## config.mk

```make
export PLATFORM = sky130hd
export DESIGN_NAME = data_memory_ws
export DESIGN_NICKNAME = d
export VERILOG_FILES = /design/src/rtl/data_mem_pkg.sv /design/src/rtl/data_mem_array.sv /design/src/rtl/data_memory_ws.sv
export SDC_FILE = /design/constraint.sdc
export NUM_CORES = 2
export LEC_CHECK = 0
export ABC_CLOCK_PERIOD_IN_PS = 2300
export CAP_MARGIN = 10
export CELL_PAD_IN_SITES_DETAIL_PLACEMENT = 1
export CELL_PAD_IN_SITES_GLOBAL_PLACEMENT = 1
export CORE_MARGIN = 2
export CORE_UTILIZATION = 59
export CTS_BUF_LIST = sky130_fd_sc_hd__clkbuf_8
export DETAILED_ROUTE_END_ITERATION = 7
export PLACE_DENSITY_LB_ADDON = 0.1
export SETUP_SLACK_MARGIN = 0.2
export SLEW_MARGIN = 15
export SYNTH_ARGS = -nofsm -noshare
export SYNTH_HDL_FRONTEND = slang
export SYNTH_SLANG_ARGS = --single-unit
```

## constraint.sdc

```tcl
create_clock -name clk -period 2.3 [get_ports clk]
set_input_delay 0.23 -clock clk [delete_from_list [all_inputs] [get_ports clk]]
set_output_delay 0.23 -clock clk [all_outputs]
set_load 0.02 [all_outputs]
```

## src/rtl/data_mem_pkg.sv

```systemverilog
// -----------------------------------------------------------------------------
// data_mem_pkg
// Shared definitions for the wait-stated data memory:
//   - default values of the memory parameters
//   - wait-counter width
//   - the access FSM state encoding
// -----------------------------------------------------------------------------
package data_mem_pkg;

    localparam int DATA_W_DEF = 8;
    localparam int DEPTH_DEF  = 256;
    localparam int ADDR_W_DEF = 8;
    localparam int WAIT_DEF   = 0;

    // Wide enough for the largest supported wait value (15).
    localparam int CNT_W = 4;

    typedef enum logic [1:0] {
        IDLE    = 2'd0,
        WAIT_ST = 2'd1,
        DONE    = 2'd2
    } state_t;

endpackage

```

## src/rtl/data_mem_array.sv

```systemverilog
// -----------------------------------------------------------------------------
// data_mem_array
// Word-addressed storage with a byte-lane write and a registered read.
// There is no reset: contents survive reset and start at zero through the
// declaration initialiser.
//
// Ports:
//   clk_i     in   clock
//   wr_en_i   in   write strobe; lanes with be_i[i]=1 are updated
//   rd_en_i   in   read strobe; rdata_o loads mem[addr_i] at the edge
//   addr_i    in   word address (caller guarantees addr_i < DEPTH)
//   wdata_i   in   write data
//   be_i      in   byte enables
//   rdata_o   out  registered read data, holds until the next read
// -----------------------------------------------------------------------------
module data_mem_array #(
    parameter int DATA_W = 8,
    parameter int DEPTH  = 256,
    parameter int ADDR_W = 8
) (
    input  logic                   clk_i,
    input  logic                   wr_en_i,
    input  logic                   rd_en_i,
    input  logic [ADDR_W-1:0]      addr_i,
    input  logic [DATA_W-1:0]      wdata_i,
    input  logic [DATA_W/8-1:0]    be_i,
    output logic [DATA_W-1:0]      rdata_o
);

    localparam int BE_W = DATA_W / 8;

    logic [DATA_W-1:0] mem_q [DEPTH] = '{default: '0};
    logic [DATA_W-1:0] rdata_q;

    always_ff @(posedge clk_i) begin
        if (wr_en_i) begin
            for (int i = 0; i < BE_W; i++) begin
                if (be_i[i]) begin
                    mem_q[addr_i][i*8 +: 8] <= wdata_i[i*8 +: 8];
                end
            end
        end
        if (rd_en_i) begin
            rdata_q <= mem_q[addr_i];
        end
    end

    assign rdata_o = rdata_q;

endmodule

```

## src/rtl/data_memory_ws.sv

```systemverilog
// -----------------------------------------------------------------------------
// data_memory_ws
// Single-port data memory with a configurable number of wait states.
//
// Handshake: a request is accepted on a rising edge where req=1 and ready=1;
// addr/we/wdata/be are sampled at that edge. While ready=0 the requester must
// hold req and its inputs. Completion is signalled by ack for every cycle the
// FSM spends in DONE; rdata and err are valid only while ack=1 (err is forced
// to 0 otherwise). DONE also accepts a new request, so WAIT=0 sustains one
// access per cycle.
//
// Ports:
//   clk      in   rising-edge clock
//   reset_n  in   asynchronous active-low reset
//   req      in   access request
//   we       in   1 = write, 0 = read
//   addr     in   word address
//   wdata    in   write data
//   be       in   byte enables for writes
//   ready    out  can accept a request this cycle
//   ack      out  one-cycle completion pulse (held high for back-to-back)
//   rdata    out  read data, valid with ack, holds until the next read
//   err      out  completed access was out of range
// -----------------------------------------------------------------------------
module data_memory_ws
    import data_mem_pkg::*;
#(
    parameter int DATA_W = DATA_W_DEF,
    parameter int DEPTH  = DEPTH_DEF,
    parameter int ADDR_W = ADDR_W_DEF,
    parameter int WAIT   = WAIT_DEF
) (
    input  logic                   clk,
    input  logic                   reset_n,
    input  logic                   req,
    input  logic                   we,
    input  logic [ADDR_W-1:0]      addr,
    input  logic [DATA_W-1:0]      wdata,
    input  logic [DATA_W/8-1:0]    be,
    output logic                   ready,
    output logic                   ack,
    output logic [DATA_W-1:0]      rdata,
    output logic                   err
);

    localparam int BE_W = DATA_W / 8;

    state_t              state_q, state_d;
    logic [CNT_W-1:0]    cnt_q, cnt_d;
    logic                we_q;
    logic [ADDR_W-1:0]   addr_q;
    logic [DATA_W-1:0]   wdata_q;
    logic [BE_W-1:0]     be_q;
    logic                err_q;
    logic                rzero_q;   // rdata reads as zero (after reset or an out-of-range read)

    logic                accept;
    logic                exec;      // the access executes on this edge (edge entering DONE)
    logic                waiting;
    logic                op_we;
    logic [ADDR_W-1:0]   op_addr;
    logic [DATA_W-1:0]   op_wdata;
    logic [BE_W-1:0]     op_be;
    logic                in_range;
    logic                wr_en;
    logic                rd_en;
    logic [DATA_W-1:0]   arr_rdata;

    assign waiting = (state_q == WAIT_ST);
    assign ready   = !waiting;
    assign accept  = req && ready;

    // ---------------- next-state logic ----------------
    always_comb begin
        state_d = state_q;
        cnt_d   = cnt_q;
        exec    = 1'b0;
        case (state_q)
            IDLE, DONE: begin
                if (accept) begin
                    if (WAIT > 0) begin
                        state_d = WAIT_ST;
                        cnt_d   = CNT_W'(WAIT - 1);
                    end else begin
                        state_d = DONE;
                        exec    = 1'b1;
                    end
                end else begin
                    state_d = IDLE;
                end
            end
            WAIT_ST: begin
                if (cnt_q == '0) begin
                    state_d = DONE;
                    exec    = 1'b1;
                end else begin
                    cnt_d = cnt_q - 1'b1;
                end
            end
            default: state_d = IDLE;
        endcase
    end

    // With WAIT=0 the access executes on the accepting edge itself, before the
    // capture registers hold it, so the live inputs are used outside WAIT_ST.
    assign op_we    = waiting ? we_q    : we;
    assign op_addr  = waiting ? addr_q  : addr;
    assign op_wdata = waiting ? wdata_q : wdata;
    assign op_be    = waiting ? be_q    : be;

    // One extra bit so DEPTH == 2**ADDR_W is representable.
    assign in_range = ({1'b0, op_addr} < (ADDR_W + 1)'(DEPTH));

    assign wr_en = exec && op_we && in_range;
    assign rd_en = exec && !op_we && in_range;

    // ---------------- state and capture registers ----------------
    always_ff @(posedge clk or negedge reset_n) begin
        if (!reset_n) begin
            state_q <= IDLE;
            cnt_q   <= '0;
            we_q    <= 1'b0;
            addr_q  <= '0;
            wdata_q <= '0;
            be_q    <= '0;
            err_q   <= 1'b0;
            rzero_q <= 1'b1;
        end else begin
            state_q <= state_d;
            cnt_q   <= cnt_d;
            if (accept) begin
                we_q    <= we;
                addr_q  <= addr;
                wdata_q <= wdata;
                be_q    <= be;
            end
            if (exec) begin
                err_q <= !in_range;
                // Writes leave rdata alone; reads pick array data or zero.
                if (!op_we) begin
                    rzero_q <= !in_range;
                end
            end
        end
    end

    data_mem_array #(
        .DATA_W (DATA_W),
        .DEPTH  (DEPTH),
        .ADDR_W (ADDR_W)
    ) u_array (
        .clk_i   (clk),
        .wr_en_i (wr_en),
        .rd_en_i (rd_en),
        .addr_i  (op_addr),
        .wdata_i (op_wdata),
        .be_i    (op_be),
        .rdata_o (arr_rdata)
    );

    assign ack   = (state_q == DONE);
    assign err   = ack && err_q;
    assign rdata = rzero_q ? '0 : arr_rdata;

endmodule

```

==> metrics.txt <==
CTS Root Cell clkbuf_8; Hold Vio Cnt, Final 0; vias in the first global route around 45000; GPL Wtd Cong slightly below 0.9; TritonCTS buffer count between 300 and 400; largest delay contributor family on the critical path compound AO/OA/AOI/OAI gates; # DRC 0; max-slew violations 0; die area 0.136 sq mm; post-synthesis cell type count 23; leak pwr between 20 and 30 nW; CTS tree yes; max cap viols 0; port bufs 29; CTS Buffer Depth 4; largest net degree at the start of global routing 85; WP data required 2980 ps; WL/cell between 30 and 40 microns; slew margin rel. about 48%; Crit path largest cell delay 490 ps; vias 42500; type of the worst setup path reg -> reg; fin nets about 4300; outcome complete, but fails checks; synthesized area approximately 0.08 sq mm; VDD IR max 0.706 mV; Ports 32; worst skew pair latency ~1000 ps; Critical Path AT ~3200 ps; total gr overflow 0; post-synth net total 3563; Avg Cell Area, Syn ~22 sq um; Crit Path Max Fanout 1; Placement Setup Slack -1250 ps; initial core utilization 59.5%; Mapped Cells 3542; total wire length around 230 mm; Worst Skew between 50 and 60 ps; failing checks negative setup slack; crit end category flip-flop; Post-DP HPWL ~140 mm; antenna viol nets, final 0; GRT Resource Usage Total approximately 34%; sequential area share after synthesis between 70% and 80%; vias per cell between 6 and 7; share of layout cells above drive strength 1 slightly below 40%; antenna violations before repair 6; HP Class in -> async; Ys Warns 0; CP startpoint kind flip-flop; CP max-delay cell mux4_2; maximum clock rate 0.401 GHz; 1st-iter DRT viols 5794; crit-path cells mux4_2, a22oi_2, a21oi_2, buf_4, o41ai_4, buf_4, nand4_1; Cell Pwr Density roughly 800 mW/mm^2; Die Width between 300 and 400 microns; Final setup viols 12; most frequent CP cell buf_4; RSZ-0062 raised after global routing yes; CTS H-tree lvls 5; clk sinks ~2100; Die Ht approximately 370 microns; first-pass GRT wire length roughly 330 mm; setup ws final -193 ps; Tightest Pin Transition between 700 and 800 ps; CORE AREA 0.132 sq mm; register bit total from synthesis a little over 2000; hold_ws between 200 and 300 ps; Final period util 108%; Crit path buffers/inverters 2; P&R area growth vs syn 19.2%; first drt pass iteration count 6; fin crit period around 2500 ps; FP Rows between 100 and 150; register clock-pin slew on the reported worst setup and hold paths 70 ps
-- synth_stat cells --
master / instances / share of area (%)
nor3_1: 2 / 0.013
nor2b_1: 16 / 0.13
buf_4: 17 / 0.16
dfstp_2: 1 / 0.033
o41ai_1: 32 / 0.36
a21oi_1: 128 / 0.82
dfrtp_1: 1 / 0.032
clkbuf_1: 146 / 0.70
buf_2: 42 / 0.27
nand3_1: 5 / 0.032
and2_1: 2 / 0.016
inv_1: 1 / 0.0048
nor2_1: 261 / 1.2
nand4_1: 9 / 0.072
or2_2: 1 / 0.0080
a22oi_1: 256 / 2.4
conb_1: 2 / 0.0096
edfxtp_1: 2056 / 79
buf_6: 2 / 0.029
mux4_2: 512 / 15
nand2_1: 29 / 0.14
buf_1: 19 / 0.091
nand2b_1: 2 / 0.016
-- layout make-up --
type / count / area, sq um
flip-flops and latches: 2058 / 61800
diodes: 7 / 17.5
repair buffers: 580 / 6000
clock buffers: 342 / 4710
inverters: 1 / 3.75
well taps: 1755 / 2200
clock inverters: 225 / 1110
multi-input cells: 1257 / 17700
fillers: 10100 / 38200
-- flip-flops by register name, indices dropped and copies added (netlist names) --
name,count
u_array.rdata_o,8
rzero_q,1
u_array.mem_q,2048
state_q,1
-- worst reg2reg max path: stages (launching register included) --
cell	delay, ps
edfxtp_1	370
mux4_2	490
a22oi_2	230
a21oi_2	130
buf_4	170
o41ai_4	390
buf_4	220
nand4_1	160
-- cells by family (layout without fill, tap and decap cells) --
kind of cell	Yosys count	count (layout)	share of synthesized area, %
AND/OR/NAND/NOR	327	327	1.67
AO/OA/AOI/OAI	416	416	3.62
other	2	9	0.00957
flip-flops	2058	2058	78.7
multiplexers	512	512	14.7
buffers and inverters	227	1148	1.25
-- through the flow --
step           TNS (ps)  utilization [%]  power, mW  area (sq um)  std cells
2_1_floorplan         0                -       43.9         79400       3542
3_3_place_gp   -1257630             65.5       45.8         86300       5631
3_5_place_dp   -1346480             65.5       46.0         86300       5631
4_1_cts            -363             70.7       74.8         93200       6217
5_1_grt           -1210             71.0       76.5         93600       6223
6_report           -871             71.0       74.8         93600       6225
-- path summary, 6_finish.rpt --
path,depth (start not counted),slack [ps],start,endpoint
setup / recovery,7,-190,u_array.mem_q[79][1],u_array.rdata_o[1]
max in group asynchronous,3,1510,reset_n,state_q[1]
setup reg to reg,7,-190,u_array.mem_q[79][1],u_array.rdata_o[1]
min in group clk,2,260,wdata[7],u_array.mem_q[82][7]
hold reg to reg,2,750,rzero_q,rzero_q
hold / removal,2,260,reset_n,rzero_q
-- layout by cell type, fill, tap and decap left out, types with 24 or more instances in the layout --
cell type and count:
edfxtp_1 2056, mux4_2 512, buf_4 413, clkbuf_8 350
a22oi_1 161, nor2_1 140, buf_12 116, nor2_4 107
inv_1 106, a22oi_2 95, a21oi_1 86, clkinv_1 82
a21oi_2 39, clkinv_2 24
-- routing by layer --
layer  vias to the layer above  wire [microns]  share of wire [%]  track usage, %
met5                         -              26              0.011               0
met4                         4           10700                4.6            15.4
met3                       588           20000                8.7            7.20
met2                      2744          115000                 50            55.3
met1                     22700           85400                 37            45.7
li1                      16500               -                  -               -
-- report_power, final --
group	switching [mW]	internal, mW
logic	2.62	1.65
clock network	14.6	14.6
registers	0.0127	41.3
-- repair_timing --
| action | in CTS | in global routing |
|---|---|---|
| pin swaps | 46 | 30 |
| buffers inserted | 8 | 1 |
| endpoints found under the setup margin | 316 | 58 |
| hold buffers | 11 | 0 |
| gates resized for setup | 214 | 57 |
| hold endpoints to repair | 925 | 0 |
Note: power is estimated with default switching activity, not from simulation.
